### src/rtl/mips_pkg.sv
// Shared constants and types for the instruction fetch slice.
// Holds the nop encoding, word size and fetch FSM state type.
package mips_pkg;

    localparam logic [31:0] NOP_INSTR  = 32'h0000_0000;
    localparam logic [31:0] WORD_BYTES = 32'd4;

    typedef enum logic {
        RUN  = 1'b0,
        HALT = 1'b1
    } ifu_state_t;

endpackage

### src/rtl/pc_register.sv
// Program counter register with synchronous reset and load enable.
// Ports: Clk, Reset (sync, active-high), Enable (load when 1),
//        Next (value to load), PC (current program counter).
module pc_register #(
    parameter logic [31:0] RESET_PC = 32'h0000_0000
) (
    input  logic        Clk,
    input  logic        Reset,
    input  logic        Enable,
    input  logic [31:0] Next,
    output logic [31:0] PC
);

    always_ff @(posedge Clk) begin
        if (Reset) begin
            PC <= RESET_PC;
        end else if (Enable) begin
            PC <= Next;
        end
    end

endmodule

### src/rtl/instruction_fetch_unit.sv
// Instruction fetch stage: PC, IF/ID register, stall/redirect/fault FSM.
// Ports: Clk, Reset (sync, active-high); ImemAddress/ImemInstruction to
//   the combinational instruction memory; Stall, Redirect, RedirectTarget
//   from later stages; IfIdInstruction, IfIdPCPlus4, IfIdValid to decode;
//   FetchFault (sticky misaligned-target flag).
// Optional macro IFU_PERF_COUNTERS_EN adds FetchCount and StallCount.
module instruction_fetch_unit
    import mips_pkg::*;
#(
    parameter logic [31:0] RESET_PC       = 32'h0000_0000,
    parameter int          IMEM_ADDR_BITS = 7
) (
    input  logic        Clk,
    input  logic        Reset,
    output logic [31:0] ImemAddress,
    input  logic [31:0] ImemInstruction,
    input  logic        Stall,
    input  logic        Redirect,
    input  logic [31:0] RedirectTarget,
    output logic [31:0] IfIdInstruction,
    output logic [31:0] IfIdPCPlus4,
    output logic        IfIdValid,
    output logic        FetchFault
`ifdef IFU_PERF_COUNTERS_EN
    ,
    output logic [31:0] FetchCount,
    output logic [31:0] StallCount
`endif
);

    ifu_state_t  state_q;
    ifu_state_t  state_d;

    logic [31:0] pc;
    logic [31:0] pc_plus4;
    logic        pc_en;
    logic [31:0] pc_next;

    logic [31:0] instr_d;
    logic [31:0] pc4_d;
    logic        valid_d;
    logic        fault_d;
    logic        fetch_inc;
    logic        stall_inc;

    pc_register #(
        .RESET_PC (RESET_PC)
    ) u_pc (
        .Clk    (Clk),
        .Reset  (Reset),
        .Enable (pc_en),
        .Next   (pc_next),
        .PC     (pc)
    );

    assign ImemAddress = pc;
    // Natural 32-bit wrap: 32'hFFFF_FFFC + 4 gives 0.
    assign pc_plus4 = pc + WORD_BYTES;

    always_comb begin
        state_d   = state_q;
        pc_en     = 1'b0;
        pc_next   = pc_plus4;
        instr_d   = IfIdInstruction;
        pc4_d     = IfIdPCPlus4;
        valid_d   = IfIdValid;
        fault_d   = FetchFault;
        fetch_inc = 1'b0;
        stall_inc = 1'b0;
        unique case (state_q)
            RUN: begin
                if (Redirect) begin
                    instr_d = NOP_INSTR;
                    valid_d = 1'b0;
                    if (RedirectTarget[1:0] == 2'b00) begin
                        pc_en   = 1'b1;
                        pc_next = RedirectTarget;
                    end else begin
                        fault_d = 1'b1;
                        state_d = HALT;
                    end
                end else if (Stall) begin
                    stall_inc = 1'b1;
                end else begin
                    pc_en     = 1'b1;
                    instr_d   = ImemInstruction;
                    pc4_d     = pc_plus4;
                    valid_d   = 1'b1;
                    fetch_inc = 1'b1;
                end
            end
            HALT: begin
                instr_d = NOP_INSTR;
                valid_d = 1'b0;
            end
            default: begin
                state_d = RUN;
            end
        endcase
    end

    always_ff @(posedge Clk) begin
        if (Reset) begin
            state_q         <= RUN;
            IfIdInstruction <= NOP_INSTR;
            IfIdPCPlus4     <= 32'h0;
            IfIdValid       <= 1'b0;
            FetchFault      <= 1'b0;
        end else begin
            state_q         <= state_d;
            IfIdInstruction <= instr_d;
            IfIdPCPlus4     <= pc4_d;
            IfIdValid       <= valid_d;
            FetchFault      <= fault_d;
        end
    end

    // The memory index must fit above the two byte-offset bits.
    always_ff @(posedge Clk) begin
        if (!Reset) begin
            assert (IMEM_ADDR_BITS >= 1 && IMEM_ADDR_BITS <= 30);
        end
    end

`ifdef IFU_PERF_COUNTERS_EN
    always_ff @(posedge Clk) begin
        if (Reset) begin
            FetchCount <= 32'h0;
            StallCount <= 32'h0;
        end else begin
            if (fetch_inc) begin
                FetchCount <= FetchCount + 32'd1;
            end
            if (stall_inc) begin
                StallCount <= StallCount + 32'd1;
            end
        end
    end
`else
    logic unused_perf;
    assign unused_perf = fetch_inc ^ stall_inc;
`endif

endmodule

### config.mk
export PLATFORM = sky130hd
export DESIGN_NAME = instruction_fetch_unit
export DESIGN_NICKNAME = d
export VERILOG_FILES = /design/src/rtl/mips_pkg.sv /design/src/rtl/pc_register.sv /design/src/rtl/instruction_fetch_unit.sv
export SDC_FILE = /design/constraint.sdc
export NUM_CORES = 1
export LEC_CHECK = 0
export CAP_MARGIN = 20
export CORE_ASPECT_RATIO = 2
export CORE_MARGIN = 2
export CORE_UTILIZATION = 45
export CTS_CLUSTER_SIZE = 12
export DETAILED_ROUTE_END_ITERATION = 6
export PLACE_DENSITY = 0.84
export SLEW_MARGIN = 5
export SYNTH_ARGS = -nofsm -noshare
export SYNTH_HDL_FRONTEND = slang
export SYNTH_SLANG_ARGS = --single-unit
### constraint.sdc
create_clock -name Clk -period 2.1 [get_ports Clk]
set_input_delay 0.42 -clock Clk [delete_from_list [all_inputs] [get_ports Clk]]
set_output_delay 0.42 -clock Clk [all_outputs]
set_load 0.01 [all_outputs]
# Word-level counts from Yosys, hierarchy flattened
# Cells that the tools add are included.
[classes]
mux = 16
addsub = 1
bitwise_logic = 4
n_reduce_logical = 3
eq_ne = 1
[ops]
columns = ["op", "n"]
rows = [
  ["$mux W32", 5],
  ["$pmux W32 S2", 1],
  ["$add A32 B3 Y32 const B", 1],
  ["$mux W1", 9],
  ["$reduce_and A3 Y1", 2],
  ["$not A1 Y1", 4],
  ["$ne A3 B3 Y1 const B", 1],
  ["$logic_not A2 Y1", 1],
  ["$pmux W1 S2", 1],
]
[word_totals]
word_cells = 31
register_bits = 99
out_inout_bits = 98
in_bits = 68

# Depth between registers and ports, before layout
[depth]
ltp_word = 4
depth_mapped = 7
mapped_depth_nobuf = 5

# Modules after synthesis
# Synthesis repeated with hierarchy kept, for this count alone.
[hier_totals]
hier_cells = 536
area_unflattened_um2 = 4618.2
[by_module_without_submodules]
columns = ["module", "area_each_um2", "cells_per_inst", "n_inst", "seq_area_each_um2"]
rows = [
  ["instruction_fetch_unit", 3454.6, 433, 1, 1341.3],
  ["pc_register", 1163.6, 103, 1, 640.6],
]

# Worst setup path before layout
# OpenSTA, ideal clock, no wires.
[synth_timing]
path_kind = "flip-flop to flip-flop"
start = "register u_pc.PC[2]"
end = "register IfIdPCPlus4[18]"
t_required_ns = 2.009
synth_period_minus_slack_ns = 1.855
arrival_time_ns = 1.764
path_slack_ns = 0.245
stages_incl_launch_ff = 6
setup_time_ns = 0.091
n_path_buf = 1
cell_sequence = "dfxtp_1 > ha_1 > buf_1 > nand4_2 > or3_1 > a311oi_1"
[synth_via]
elab_chain_cells = 1
[synth_lines]
columns = ["item", "line", "rtl"]
rows = [
  ["from (decl)", "pc_register.sv:11", "output logic [31:0] PC"],
  ["from (signal assigned)", "pc_register.sv:18", "PC <= Next;"],
  ["$add A32 B3 Y32", "instruction_fetch_unit.sv:58", "assign pc_plus4 = pc + WORD_BYTES;"],
  ["to (signal assigned)", "instruction_fetch_unit.sv:112", "IfIdPCPlus4 <= pc4_d;"],
  ["to (decl)", "instruction_fetch_unit.sv:21", "output logic [31:0] IfIdPCPlus4,"],
]
# No other way between the ends.
# A chain may end at the register's enable or synchronous reset.

# Worst setup path after layout
[layout_timing]
start = "register u_pc.PC[19]"
end = "output port ImemAddress[19]"
[layout_rtl]
columns = ["item", "line", "rtl"]
rows = [
  ["to (decl)", "instruction_fetch_unit.sv:15", "output logic [31:0] ImemAddress,"],
]
# No word-level cell between the ends.

==> flow_metrics.env <==
export IMPL_fp_dieW_um=75.82
export IMPL_avgSynthCellArea_um2=8.486
export IMPL_die_area_um2=11190
export IMPL_grt_first_pass_wirelength_mm=26.72
export IMPL_ys_seq_elements=99
export IMPL_routed_via_density=6.129
export IMPL_ioPinCount=166
export IMPL_placed_cells=855
export IMPL_yosysTopAreaCellShare_pct=42.70
export IMPL_final_area_um2=7127
export IMPL_vias=5338
export IMPL_fin_nets=800
export IMPL_power_frac_clock_pct=41.4
export IMPL_cp_start_kind="register"
export IMPL_max_slew_margin_rel_pct=69.77
export IMPL_start_util_pct=46.03
export IMPL_fmaxAchievable_mhz=497.7
export IMPL_cpMaxStageDelayCell="clkdlybuf4s50_1"
export IMPL_clockBufferDepth=2
export IMPL_r2r_setup_slack_ns=0.11
export IMPL_synth_edf_count=0
export IMPL_grt_pass1_vias=5588
export IMPL_slew_viol_final=0
export IMPL_die_h_um=147.6
export IMPL_grt_max_degree=33
export IMPL_n_antenna_cell=0
export IMPL_fin_crit_sh_pct=95.67
export IMPL_cp_end_kind="output port"
export IMPL_cts_made_buffers=9
export IMPL_final_core_util_pct=70.67
export IMPL_rsz0062_at_grt="no"
export IMPL_rows=52
export IMPL_yosysSeqAreaShare_pct=42.70
export IMPL_fin_cells=871
export IMPL_synth_main_ff_cell="dfxtp_1"
export IMPL_synth_top_area_cell="dfxtp_1"
export IMPL_crit_path_end="ImemAddress[19]"
export IMPL_ant_nets=0
export IMPL_grt_usage_pct=30.80
export IMPL_worstPathBufferInverterCount=1
export IMPL_finalSetupViolations=0
export IMPL_reg2reg_from="u_pc.PC[21]$_SDFFE_PP0P_"
export IMPL_grt_overflow=0
export IMPL_skew_ns=0.006434
export IMPL_setup_tns_ns=0
export IMPL_critPathLaunch="u_pc.PC[19]$_SDFFE_PP0P_"
export IMPL_syn_area_um2=4642
export IMPL_gp_congestion=0.9883
export IMPL_drv_cap=0
export IMPL_cts_sinks=99
export IMPL_vdd_drop_max_mv=0.5350
export IMPL_arrival_ns=1.59
export IMPL_ys_types=51
export IMPL_ff2ff_path_depth=4
export IMPL_cts_tree="built"
export IMPL_clockRootBuffer="clkbuf_16"
export IMPL_cp_max_fo=12
export IMPL_min_path_type="register to register"
export IMPL_worst_pin_slew_ns=0.4471
export IMPL_dpl_cell_area_um2=6782
export IMPL_layout_common_cells="clkdlybuf4s50_1 (164), dfxtp_1 (99), buf_4 (57)"
export IMPL_firstDrtPassIters=5
export IMPL_clk_pin_slew_ns=0.07
export IMPL_numPortBuffers=165
export IMPL_mostFrequentLayoutCell="clkdlybuf4s50_1"
export IMPL_hold_violations=0
export IMPL_reg2reg_to="u_pc.PC[31]$_SDFFE_PP0P_"
export IMPL_drive_gt1_share_pct=12.23
export IMPL_dpl_hpwl_mm=12.42
export IMPL_critPathMaxStageDelay_ns=0.64
export IMPL_synth_async_sr_flop_share_pct=0
export IMPL_internal_power_mw=3.498
export IMPL_cp_required_ns=1.68
export IMPL_drt_total_wl_mm=16.89
export IMPL_cp_num_cells=1
export IMPL_crit_chain="clkdlybuf4s50_1"
export IMPL_synth_nets=616
export IMPL_wl_per_cell_um=19.39
export IMPL_drcViolationCount=0
export IMPL_core_area_um2=10080
export IMPL_cp_top_family="buffers and inverters"
export IMPL_fin_crit_ns=2.009
export IMPL_antenna_found_initial=0
export IMPL_combPwrFrac_pct=15.2
export IMPL_hold_slack_ns=0.4625
export IMPL_power_leakage_nw=2.577
export IMPL_clkLatencyLatePin_ns=0.35
export IMPL_powerDensity_nw_per_um2=648.0
export IMPL_swShare_pct=24.25
export IMPL_drt_iter0_drc=423
export IMPL_netlist_instances=547
export IMPL_pwr_share_seq_pct=43.3
export IMPL_ctsHtreeMaxLevel=3
export IMPL_p_sw_mw=1.120
export IMPL_worstSetupPathType="register to output port"
export IMPL_ys_warn_count=0
export IMPL_status="finished clean"
export IMPL_ys_top_cells_by_area="dfxtp_1 (43%), a22oi_1 (6.3%), o21ai_0 (4.2%)"
export IMPL_syn_to_final_growth_pct=53.53
[flip-flops by register name (all words and copies together) (netlist names)]
name / count
IfIdInstruction: 32
IfIdPCPlus4: 32
FetchFault: 1
IfIdValid: 1
state_q: 1
u_pc.PC: 32
[power groups by stage]
| stage | sequential, mW | combinational, mW | clock, mW |
|---|---|---|---|
| floorplan | 2.07 | 0.228 | 0 |
| global placement | 2.04 | 0.679 | 0 |
| detailed placement | 2.04 | 0.694 | 0 |
| CTS | 2.00 | 0.699 | 1.94 |
| global route | 2.01 | 0.750 | 2.00 |
| finish | 2.00 | 0.704 | 1.91 |
[kinds of logic (layout without fill, tap and decap cells)]
group                      count (synthesis)  after routing  synth area share [%]
and+or+nand+nor                          195            195                 23.56
AOI/OAI and AO/OA                        175            175                 24.66
buffers and inverters                     64            253                 6.334
adders and majority gates                  1              1                0.2695
muxes                                      1              1                0.2156
xor gates and xnor gates                  12             12                 2.264
DFF                                       99             99                 42.70
[layer usage]
metal	wire length, um	track usage [%]
met4	1021	22.37
met2	8998	52.20
met1	5667	31.55
met5	0	0
met3	1202	6.476
[how the worst min path moves through the flow]
stage                                            from  slack [ns]  cells after the start                     endpoint
after detailed placement  IfIdPCPlus4[0]$_SDFFE_PP0P_        0.46                      2  IfIdPCPlus4[0]$_SDFFE_PP0P_
final                     IfIdPCPlus4[0]$_SDFFE_PP0P_        0.46                      2  IfIdPCPlus4[0]$_SDFFE_PP0P_
after CTS                 IfIdPCPlus4[1]$_SDFFE_PP0P_        0.47                      2  IfIdPCPlus4[1]$_SDFFE_PP0P_
after global routing      IfIdPCPlus4[0]$_SDFFE_PP0P_        0.50                      2  IfIdPCPlus4[0]$_SDFFE_PP0P_
after floorplan               u_pc.PC[0]$_SDFFE_PP0P_        0.44                      2  IfIdPCPlus4[0]$_SDFFE_PP0P_
after global placement    IfIdPCPlus4[3]$_SDFFE_PP0P_        0.45                      2  IfIdPCPlus4[3]$_SDFFE_PP0P_
[cells in the mapped netlist, types with 5 or more instances]
master / n
inv_1: 8
nor2_1: 49
and3_1: 8
o211ai_1: 13
nor3_1: 9
xor2_1: 7
nand3_1: 28
buf_2: 16
o2111ai_1: 5
nand4_1: 15
xnor2_1: 5
buf_1: 7
o21ai_0: 39
clkbuf_1: 25
buf_4: 7
and4_1: 11
a22oi_1: 39
and2_1: 6
or3_1: 13
dfxtp_1: 99
a21oi_1: 33
a31oi_1: 16
a32oi_1: 9
nand2_1: 26
[through the flow]
stage | total power, mW | setup WS, ns
2_1_floorplan | 2.299 | 0.2452
3_3_place_gp | 2.719 | -0.1797
3_5_place_dp | 2.735 | -0.2341
4_1_cts | 4.635 | 0.05263
5_1_grt | 4.761 | 0.05520
6_report | 4.618 | 0.09090
[cell type report]
cell class                      instances  area, um^2
Timing Repair Buffer                  229        2215
Fill cell                             774        2958
Clock inverter                          6       112.6
Clock buffer                           10       229.0
Inverter                                8       30.03
Sequential cell                        99        1982
Tap cell                              135       168.9
Multi-Input combinational cell        384        2390
[timing repair]
item	4_1_cts	5_1_grt
hold buffers	0	0
setup buffers	0	0
endpoints found under the hold margin	0	0
endpoints found under the setup margin	0	1
gates resized for setup	0	2
Power figures use the tool's default switching activity.
